===== src/rtl/ppg_beat_detector_if.sv =====
// ppg_beat_detector_if
//   Groups the sample-stream inputs and beat/rate outputs of ppg_beat_detector.
//   Build macro: PPG_AMPLITUDE_EN adds the ac_amplitude signal.
//
//   enable        controller in operation; low forces the detector to IDLE
//   sample_valid  one-cycle strobe, new IR sample
//   sample        8-bit unsigned IR ADC value
//   beat_pulse    one-cycle pulse on every accepted peak
//   interval      last accepted beat interval, in samples
//   bpm           last computed rate, truncated quotient
//   bpm_valid     level, bpm is current
//   bpm_update    one-cycle pulse when bpm is written
//   ac_amplitude  (PPG_AMPLITUDE_EN) peak-to-trough amplitude at last beat
//
//   master: sample source / output consumer; slave: the detector.
interface ppg_beat_detector_if;
    logic       enable;
    logic       sample_valid;
    logic [7:0] sample;
    logic       beat_pulse;
    logic [7:0] interval;
    logic [7:0] bpm;
    logic       bpm_valid;
    logic       bpm_update;
`ifdef PPG_AMPLITUDE_EN
    logic [7:0] ac_amplitude;

    modport master (
        output enable, sample_valid, sample,
        input  beat_pulse, interval, bpm, bpm_valid, bpm_update, ac_amplitude
    );
    modport slave (
        input  enable, sample_valid, sample,
        output beat_pulse, interval, bpm, bpm_valid, bpm_update, ac_amplitude
    );
`else
    modport master (
        output enable, sample_valid, sample,
        input  beat_pulse, interval, bpm, bpm_valid, bpm_update
    );
    modport slave (
        input  enable, sample_valid, sample,
        output beat_pulse, interval, bpm, bpm_valid, bpm_update
    );
`endif
endinterface


===== src/rtl/ppg_beat_detector.sv =====
// ppg_beat_detector
//   Moving-average filter on the IR sample stream, hysteretic peak/trough
//   detector, saturating beat-interval counter and a 16-step restoring divider
//   converting the interval (samples) into beats per minute.
//   Build macro: PPG_AMPLITUDE_EN enables the ac_amplitude output.
//
//   CLK    system clock
//   rst_n  asynchronous reset, active-low
//   bus    ppg_beat_detector_if.slave (enable, sample_valid, sample in;
//          beat_pulse, interval, bpm, bpm_valid, bpm_update
//          [, ac_amplitude] out)
module ppg_beat_detector #(
    parameter int unsigned SAMPLE_RATE_HZ = 50,
    parameter int unsigned AVG_LOG2       = 2,
    parameter int unsigned HYST           = 4,
    parameter int unsigned MIN_INTERVAL   = 15,
    parameter int unsigned MAX_INTERVAL   = 150
) (
    input  logic                 CLK,
    input  logic                 rst_n,
    ppg_beat_detector_if.slave   bus
);

    localparam int unsigned AVG_LEN   = 1 << AVG_LOG2;
    localparam int unsigned SUM_W     = 8 + AVG_LOG2;
    localparam int unsigned FILL_W    = AVG_LOG2 + 1;
    localparam logic [FILL_W-1:0] FILL_LAST = FILL_W'(AVG_LEN - 1);
    localparam logic [15:0] DIVIDEND  = 16'(60 * SAMPLE_RATE_HZ);
    localparam logic [7:0]  CNT_MIN   = 8'(MIN_INTERVAL);
    localparam logic [7:0]  CNT_MAX   = 8'(MAX_INTERVAL);
    localparam logic [7:0]  CNT_SAT   = 8'(MAX_INTERVAL + 1);
    localparam logic [8:0]  HYST_9    = 9'(HYST);

    typedef enum logic [1:0] {
        IDLE,
        FILL,
        TRACK_MAX,
        TRACK_MIN
    } state_t;

    state_t                    state_q, state_d;
    logic [AVG_LEN-1:0][7:0]   buf_q, buf_d;
    logic [SUM_W-1:0]          sum_q, sum_d;
    logic [7:0]                filt_q, filt_d;
    logic                      filt_upd_q, filt_upd_d;
    logic [FILL_W-1:0]         fill_q, fill_d;
    logic [7:0]                max_q, max_d;
    logic [7:0]                min_q, min_d;
    logic [7:0]                cnt_q, cnt_d;
    logic                      first_q, first_d;
    logic                      beat_q, beat_d;
    logic [7:0]                interval_q, interval_d;
    logic [7:0]                bpm_q, bpm_d;
    logic                      bpm_valid_q, bpm_valid_d;
    logic                      bpm_upd_q, bpm_upd_d;
    logic                      busy_q, busy_d;
    logic [4:0]                step_q, step_d;
    logic [7:0]                rem_q, rem_d;
    logic [15:0]               quo_q, quo_d;
    logic [8:0]                trial, diff;
    logic                      ge;
`ifdef PPG_AMPLITUDE_EN
    logic [7:0]                amp_q, amp_d;
`endif

    always_ff @(posedge CLK or negedge rst_n) begin
        if (!rst_n) begin
            state_q     <= IDLE;
            buf_q       <= '0;
            sum_q       <= '0;
            filt_q      <= '0;
            filt_upd_q  <= 1'b0;
            fill_q      <= '0;
            max_q       <= '0;
            min_q       <= '0;
            cnt_q       <= '0;
            first_q     <= 1'b1;
            beat_q      <= 1'b0;
            interval_q  <= '0;
            bpm_q       <= '0;
            bpm_valid_q <= 1'b0;
            bpm_upd_q   <= 1'b0;
            busy_q      <= 1'b0;
            step_q      <= '0;
            rem_q       <= '0;
            quo_q       <= '0;
`ifdef PPG_AMPLITUDE_EN
            amp_q       <= '0;
`endif
        end else begin
            state_q     <= state_d;
            buf_q       <= buf_d;
            sum_q       <= sum_d;
            filt_q      <= filt_d;
            filt_upd_q  <= filt_upd_d;
            fill_q      <= fill_d;
            max_q       <= max_d;
            min_q       <= min_d;
            cnt_q       <= cnt_d;
            first_q     <= first_d;
            beat_q      <= beat_d;
            interval_q  <= interval_d;
            bpm_q       <= bpm_d;
            bpm_valid_q <= bpm_valid_d;
            bpm_upd_q   <= bpm_upd_d;
            busy_q      <= busy_d;
            step_q      <= step_d;
            rem_q       <= rem_d;
            quo_q       <= quo_d;
`ifdef PPG_AMPLITUDE_EN
            amp_q       <= amp_d;
`endif
        end
    end

    always_comb begin
        state_d     = state_q;
        buf_d       = buf_q;
        sum_d       = sum_q;
        filt_d      = filt_q;
        filt_upd_d  = 1'b0;
        fill_d      = fill_q;
        max_d       = max_q;
        min_d       = min_q;
        cnt_d       = cnt_q;
        first_d     = first_q;
        beat_d      = 1'b0;
        interval_d  = interval_q;
        bpm_d       = bpm_q;
        bpm_valid_d = bpm_valid_q;
        bpm_upd_d   = 1'b0;
        busy_d      = busy_q;
        step_d      = step_q;
        rem_d       = rem_q;
        quo_d       = quo_q;
        trial       = '0;
        diff        = '0;
        ge          = 1'b0;
`ifdef PPG_AMPLITUDE_EN
        amp_d       = amp_q;
`endif

        // Filter and interval counter: both advance on the sample strobe.
        if (bus.sample_valid) begin
            sum_d    = sum_q + SUM_W'(bus.sample) - SUM_W'(buf_q[AVG_LEN-1]);
            buf_d[0] = bus.sample;
            for (int unsigned i = 1; i < AVG_LEN; i++) begin
                buf_d[i] = buf_q[i-1];
            end
            filt_d     = sum_d[SUM_W-1:AVG_LOG2];
            filt_upd_d = 1'b1;
            if (cnt_q != CNT_SAT) begin
                cnt_d = cnt_q + 8'd1;
                if (cnt_q == CNT_MAX) begin
                    bpm_valid_d = 1'b0;
                    first_d     = 1'b1;
                end
            end
        end

        // Restoring divider: one quotient bit per clock, then one write cycle.
        if (busy_q) begin
            if (step_q != 5'd0) begin
                trial  = {rem_q, quo_q[15]};
                diff   = trial - {1'b0, interval_q};
                ge     = (trial >= {1'b0, interval_q});
                rem_d  = ge ? diff[7:0] : trial[7:0];
                quo_d  = {quo_q[14:0], ge};
                step_d = step_q - 5'd1;
            end else begin
                bpm_d       = quo_q[7:0];
                bpm_valid_d = 1'b1;
                bpm_upd_d   = 1'b1;
                busy_d      = 1'b0;
            end
        end

        // Detector: evaluated only when filt has just been refreshed.
        case (state_q)
            IDLE: begin
                state_d = FILL;
            end
            FILL: begin
                if (filt_upd_q) begin
                    if (fill_q == FILL_LAST) begin
                        max_d   = filt_q;
                        min_d   = filt_q;
                        state_d = TRACK_MAX;
                    end else begin
                        fill_d = fill_q + FILL_W'(1);
                    end
                end
            end
            TRACK_MAX: begin
                if (filt_upd_q) begin
                    if (filt_q > max_q) begin
                        max_d = filt_q;
                    end else if (({1'b0, filt_q} + HYST_9) <= {1'b0, max_q}) begin
                        min_d   = filt_q;
                        state_d = TRACK_MIN;
                        // A saturated counter means the rhythm was lost: restart
                        // as a first beat. Short intervals are noise and leave
                        // the counter running.
                        if (first_q || cnt_q == CNT_SAT) begin
                            beat_d  = 1'b1;
                            cnt_d   = bus.sample_valid ? 8'd1 : 8'd0;
                            first_d = 1'b0;
`ifdef PPG_AMPLITUDE_EN
                            amp_d   = max_q - min_q;
`endif
                        end else if (cnt_q >= CNT_MIN) begin
                            beat_d     = 1'b1;
                            interval_d = cnt_q;
                            cnt_d      = bus.sample_valid ? 8'd1 : 8'd0;
                            busy_d     = 1'b1;
                            step_d     = 5'd16;
                            rem_d      = '0;
                            quo_d      = DIVIDEND;
`ifdef PPG_AMPLITUDE_EN
                            amp_d      = max_q - min_q;
`endif
                        end
                    end
                end
            end
            TRACK_MIN: begin
                if (filt_upd_q) begin
                    if (filt_q < min_q) begin
                        min_d = filt_q;
                    end else if ({1'b0, filt_q} >= ({1'b0, min_q} + HYST_9)) begin
                        max_d   = filt_q;
                        state_d = TRACK_MAX;
                    end
                end
            end
            default: begin
                state_d = IDLE;
            end
        endcase

        // enable low (or sitting in IDLE) overrides all of the above.
        if (!bus.enable || state_q == IDLE) begin
            state_d     = bus.enable ? FILL : IDLE;
            buf_d       = '0;
            sum_d       = '0;
            filt_d      = '0;
            filt_upd_d  = 1'b0;
            fill_d      = '0;
            cnt_d       = '0;
            first_d     = 1'b1;
            bpm_valid_d = 1'b0;
            busy_d      = 1'b0;
            step_d      = '0;
            beat_d      = 1'b0;
            bpm_upd_d   = 1'b0;
        end
    end

    assign bus.beat_pulse = beat_q;
    assign bus.interval   = interval_q;
    assign bus.bpm        = bpm_q;
    assign bus.bpm_valid  = bpm_valid_q;
    assign bus.bpm_update = bpm_upd_q;
`ifdef PPG_AMPLITUDE_EN
    assign bus.ac_amplitude = amp_q;
`endif

endmodule


===== src/flat_wrapper.sv =====
// flat-port wrapper written by rule: the top's interface ports become plain ports
module ppg_beat_detector_flat 
#(
    parameter int unsigned SAMPLE_RATE_HZ = 50,
    parameter int unsigned AVG_LOG2       = 2,
    parameter int unsigned HYST           = 4,
    parameter int unsigned MIN_INTERVAL   = 15,
    parameter int unsigned MAX_INTERVAL   = 150
)
  (CLK, rst_n, bus_enable, bus_sample_valid, bus_sample, bus_beat_pulse, bus_interval, bus_bpm, bus_bpm_valid, bus_bpm_update);
  ppg_beat_detector_if bus_i ();
  input  logic CLK;
  input  logic rst_n;
  input wire logic [$bits(bus_i.enable)-1:0] bus_enable;
  input wire logic [$bits(bus_i.sample_valid)-1:0] bus_sample_valid;
  input wire logic [$bits(bus_i.sample)-1:0] bus_sample;
  output wire logic [$bits(bus_i.beat_pulse)-1:0] bus_beat_pulse;
  output wire logic [$bits(bus_i.interval)-1:0] bus_interval;
  output wire logic [$bits(bus_i.bpm)-1:0] bus_bpm;
  output wire logic [$bits(bus_i.bpm_valid)-1:0] bus_bpm_valid;
  output wire logic [$bits(bus_i.bpm_update)-1:0] bus_bpm_update;
  assign bus_i.enable = bus_enable;
  assign bus_i.sample_valid = bus_sample_valid;
  assign bus_i.sample = bus_sample;
  assign bus_beat_pulse = bus_i.beat_pulse;
  assign bus_interval = bus_i.interval;
  assign bus_bpm = bus_i.bpm;
  assign bus_bpm_valid = bus_i.bpm_valid;
  assign bus_bpm_update = bus_i.bpm_update;
  ppg_beat_detector #(.SAMPLE_RATE_HZ(SAMPLE_RATE_HZ), .AVG_LOG2(AVG_LOG2), .HYST(HYST), .MIN_INTERVAL(MIN_INTERVAL), .MAX_INTERVAL(MAX_INTERVAL)) u_core (.CLK(CLK), .rst_n(rst_n), .bus(bus_i));
endmodule

===== config.mk =====
export PLATFORM = sky130hd
export DESIGN_NAME = ppg_beat_detector_flat
export DESIGN_NICKNAME = d
export VERILOG_FILES = /design/src/rtl/ppg_beat_detector_if.sv /design/src/rtl/ppg_beat_detector.sv /design/src/flat_wrapper.sv
export SDC_FILE = /design/constraint.sdc
export NUM_CORES = 1
export LEC_CHECK = 0
export BUFFER_PORTS_ARGS = -buffer_cell sky130_fd_sc_hd__buf_2
export CORE_UTILIZATION = 40
export DETAILED_ROUTE_END_ITERATION = 12
export HOLD_SLACK_MARGIN = 0.15
export PLACE_DENSITY = 0.57
export RECOVER_POWER = 100
export SETUP_SLACK_MARGIN = 0.1
export SLEW_MARGIN = 5
export SYNTH_ARGS = -nofsm -noshare
export SYNTH_HDL_FRONTEND = slang
export SYNTH_SLANG_ARGS = --single-unit
export TNS_END_PERCENT = 5

===== constraint.sdc =====
create_clock -name CLK -period 3.4 [get_ports CLK]
set_clock_uncertainty 0.2 [all_clocks]
set_input_delay 0.34 -clock CLK [delete_from_list [all_inputs] [get_ports CLK]]
set_output_delay 0.34 -clock CLK [all_outputs]
set_load 0.02 [all_outputs]

==> summary.txt <==
Yosys
  – Netlist cell types: 67
  – Syn Inst Count: between 600 and 700
  – Mapped Nets: 769
  – EDFF count, synth: 0
  – Area share of the largest cell type after synthesis: between 40% and 50%
  – Leading area contributor after synthesis: dfrtp_1
  – Mapped Area: 7040 µm²
  – Synth Flop Type: dfrtp_1
  – Synth Area per Inst: 10.1 µm²
  – Ranking of synthesized cells by area: dfrtp_1, ha_1, mux2i_1, nor2_1, inv_1
  – Top cells by instance count after synthesis: dfrtp_1, nor2_1, inv_1
  – Most numerous cell in the Yosys netlist: dfrtp_1
  – Ys Warns: 0
  – Async SR Flop Fraction: 100%
  – #FFs+latches synth: 122
  – Sequential fraction of the synthesis area: 43.4%

Final layout
  – Area grow syn2layout: 15.4%
  – Share of cells above drive strength 1: 11.6%
  – Post-layout util: 47.1%
  – # diodes: 0
  – Non-Filler Instances: between 900 and 1000
  – Multi-input combinational cell area: 3590 µm²
  – Post-route cell area: 8130 µm²
  – Fillcell total: ~1600
  – Seq. cell area: a little over 3000 µm²
  – Fin nets: between 800 and 900

Clock network
  – Worst-Skew Late Latency: around 0.42 ns
  – Clock Sinks: 122
  – Longest Clk Path Bufs: 2
  – CTS tree: built
  – Clock transition at path regs: 0.06 ns
  – Num CTS Buffers: 17
  – Setup Buffers After CTS: 0
  – CTS H-tree depth: 4
  – Clock Tree Root: clkbuf_16

STA
  – Worst hold margin: 0.287 ns
  – Final period util: a little over nine tenths
  – Final hold vios: 0
  – Max Fclk: 0.309 GHz
  – Final critical-path required period: roughly 3.2 ns
  – Final worst slack: 0.167 ns
  – Worst slew pin tran: 1.63 ns
  – Unrepaired setup endpoints after global routing: yes
  – Setup TNS: 0 ns
  – Slew headroom: -8.50%
  – Final Max Tran Viols: 83
  – Final setup viols: 0

Setup path
  – Worst Path Buf+Inv: 4
  – Cell family with most CP delay: compound AO/OA/AOI/OAI gates
  – FF-to-FF End: u_core.min_q[2]$_DFFE_PN0P_
  – R2r setup slk: 0.26 ns
  – Reg2Reg Depth: 11
  – CP startpoint: bus_sample[1]
  – CP max stage delay: roughly 0.53 ns
  – Setup crit end kind: flip-flop
  – CP arrival: 3.34 ns
  – Data required, critical path: ~3.5 ns
  – R2r startpoint: u_core.filt_q[3]$_DFFE_PN0P_
  – Crit path kind: in -> reg
  – Worst path cell trace: dlygate4sd3_1 -> clkbuf_1 -> inv_1 -> fa_1 -> inv_1 -> fa_1 -> a21o_1 -> a21oi_1 -> o21ai_0 -> o41ai_2 -> nor4_1 -> a211o_1
  – Worst Path Max Fanout: 3
  – Critical Path Source Type: input port
  – CP max stage cell: fa_1

Floorplan
  – Initial cell density of the core: 40.8%
  – Die ar.: 18100 µm²
  – Die Y-Extent: 135 µm
  – I/O pin cnt: 31
  – Die W: roughly 130 µm
  – Core area: 17200 µm²
  – Row count: 48

Global route
  – Initial antenna violation count: 0
  – Largest net degree at the start of global routing: 62
  – Total GRT Usage: 18.0%
  – First-pass GRT wire length: around 26000 µm
  – Via count of the first global-routing pass: approximately 5200
  – Total grt overflow: 0

Status
  – Status: finished, violations left
  – Failing checks: max-capacitance violations, max-slew violations

Place
  – Detailed placer's ending HPWL: 10700 µm
  – Input/output buffers: 30
  – DP Area: 7500 µm²
  – Placement Setup Slack: between 0.2 and 0.25 ns
  – Gpl congestion: around 0.84
  – # placed instances: 941

Pwr
  – Sw Ratio: about a quarter
  – Pint: 2.83 mW
  – Design Power: 3.81 mW
  – Switch Pwr: approximately 1000 µW
  – Comb power frac: 12.9%
  – Sequential power share: around two fifths
  – Clock power share: 48.0%
  – Leak: 3.80 nW
  – Max VDD drop: 381 µV
  – PwrDens: 469 nW/µm²

Hold path
  – Hold Path Cell Cnt: 2
  – Worst hold endpoint: u_core.quo_q[11]$_DFF_PN0_
  – Min-Delay Path Class: reg -> reg
  – Hold_sp: u_core.quo_q[10]$_DFF_PN0_

Routing
  – Avg WL per Cell: 15.1 µm
  – DRC violations left: 0
  – Vias post-DR: 5130
  – DR iter-0 viols: between 200 and 300
  – Vias/cell: approximately 5.2
  – First-pass DRT Iterations: 4
  – Antenna-violating nets left: 0
  – Post-Route WL: 14900 µm

Run
  – Max Cap Viol: 2
[placed cells by master (no fill, tap or decap), drive strengths merged, types with 21 or more instances in the layout]
master  synthesis  layout
buf            12      22
dfrtp         121     121
clkbuf         16      51
mux2           21      21
a21oi          35      35
nand2          59      59
nand3          23      23
inv            65      66
nor2           75      75
mux2i          55      55
ha             54      54
[timing repair]
item / CTS / global route
hold endpoints to repair: 68 / 0
setup endpoints to repair: 0 / 35
hold buffers: 10 / 0
resized for setup: 0 / 2
[cell families after synthesis]
kind of cell / share of synthesized area, %
flops: 43.4
compound gates: 11.2
buf+inv: 5.44
fa+ha+maj: 12.2
mux: 11.3
simple gates: 13.2
xor+xnor: 3.24
[routing by layer]
metal  wire length, µm  share of wire [%]  GRT usage (%)
met1              7140                 48           23.9
met2              6980                 47           28.6
met3               467                3.1           4.09
met4               299                2.0           6.80
met5                 0                  0              0
[power by group through the flow]
stage               Sequential [mW]  Combinational [mW]  Clock [mW]
finish                         1.49               0.491        1.83
floorplan                      1.51               0.340           0
detailed placement             1.52               0.488           0
CTS                            1.49               0.503        1.86
global placement               1.52               0.477           0
global route                   1.49               0.560        1.92
[worst min-delay path, delay by kind of cell, from the launching register on]
family           cells  cell delay, ns
AND/OR/NAND/NOR      2            0.12
flip-flops           1            0.34
[registers in the layout, indices dropped and copies added, names as in the netlist, 2 cells and up]
signal,flops
u_core.rem_q,8
u_core.cnt_q,8
u_core.buf_q,32
u_core.filt_q,8
u_core.max_q,8
u_core.fill_q,3
u_core.bus.bpm,8
u_core.bus.interval,8
u_core.quo_q,16
u_core.sum_q,2
u_core.min_q,8
u_core.step_q,5
u_core.state_q,2
[worst max path at each step]
stage                                         end  slack, ns  depth (start not counted)
6_report             u_core.filt_q[6]$_DFFE_PN0P_       0.17                         12
5_1_grt               u_core.min_q[2]$_DFFE_PN0P_       0.03                         11
4_1_cts              u_core.filt_q[6]$_DFFE_PN0P_       0.15                         12
3_5_place_dp          u_core.min_q[2]$_DFFE_PN0P_       0.21                         11
3_3_place_gp         u_core.filt_q[6]$_DFFE_PN0P_       0.28                         11
2_1_floorplan  u_core.bus.interval[5]$_DFFE_PN0P_       0.40                         11
[final cells by class]
cell class | instances | share of cell area [%]
clock inverters | 9 | 1.39
well taps | 225 | 3.46
flip-flops and latches | 122 | 37.6
inverters | 65 | 3.00
clock buffers | 23 | 6.00
repair buffers | 60 | 4.36
multi-input cells | 479 | 44.2
Note: power is estimated with default switching activity, not from simulation.
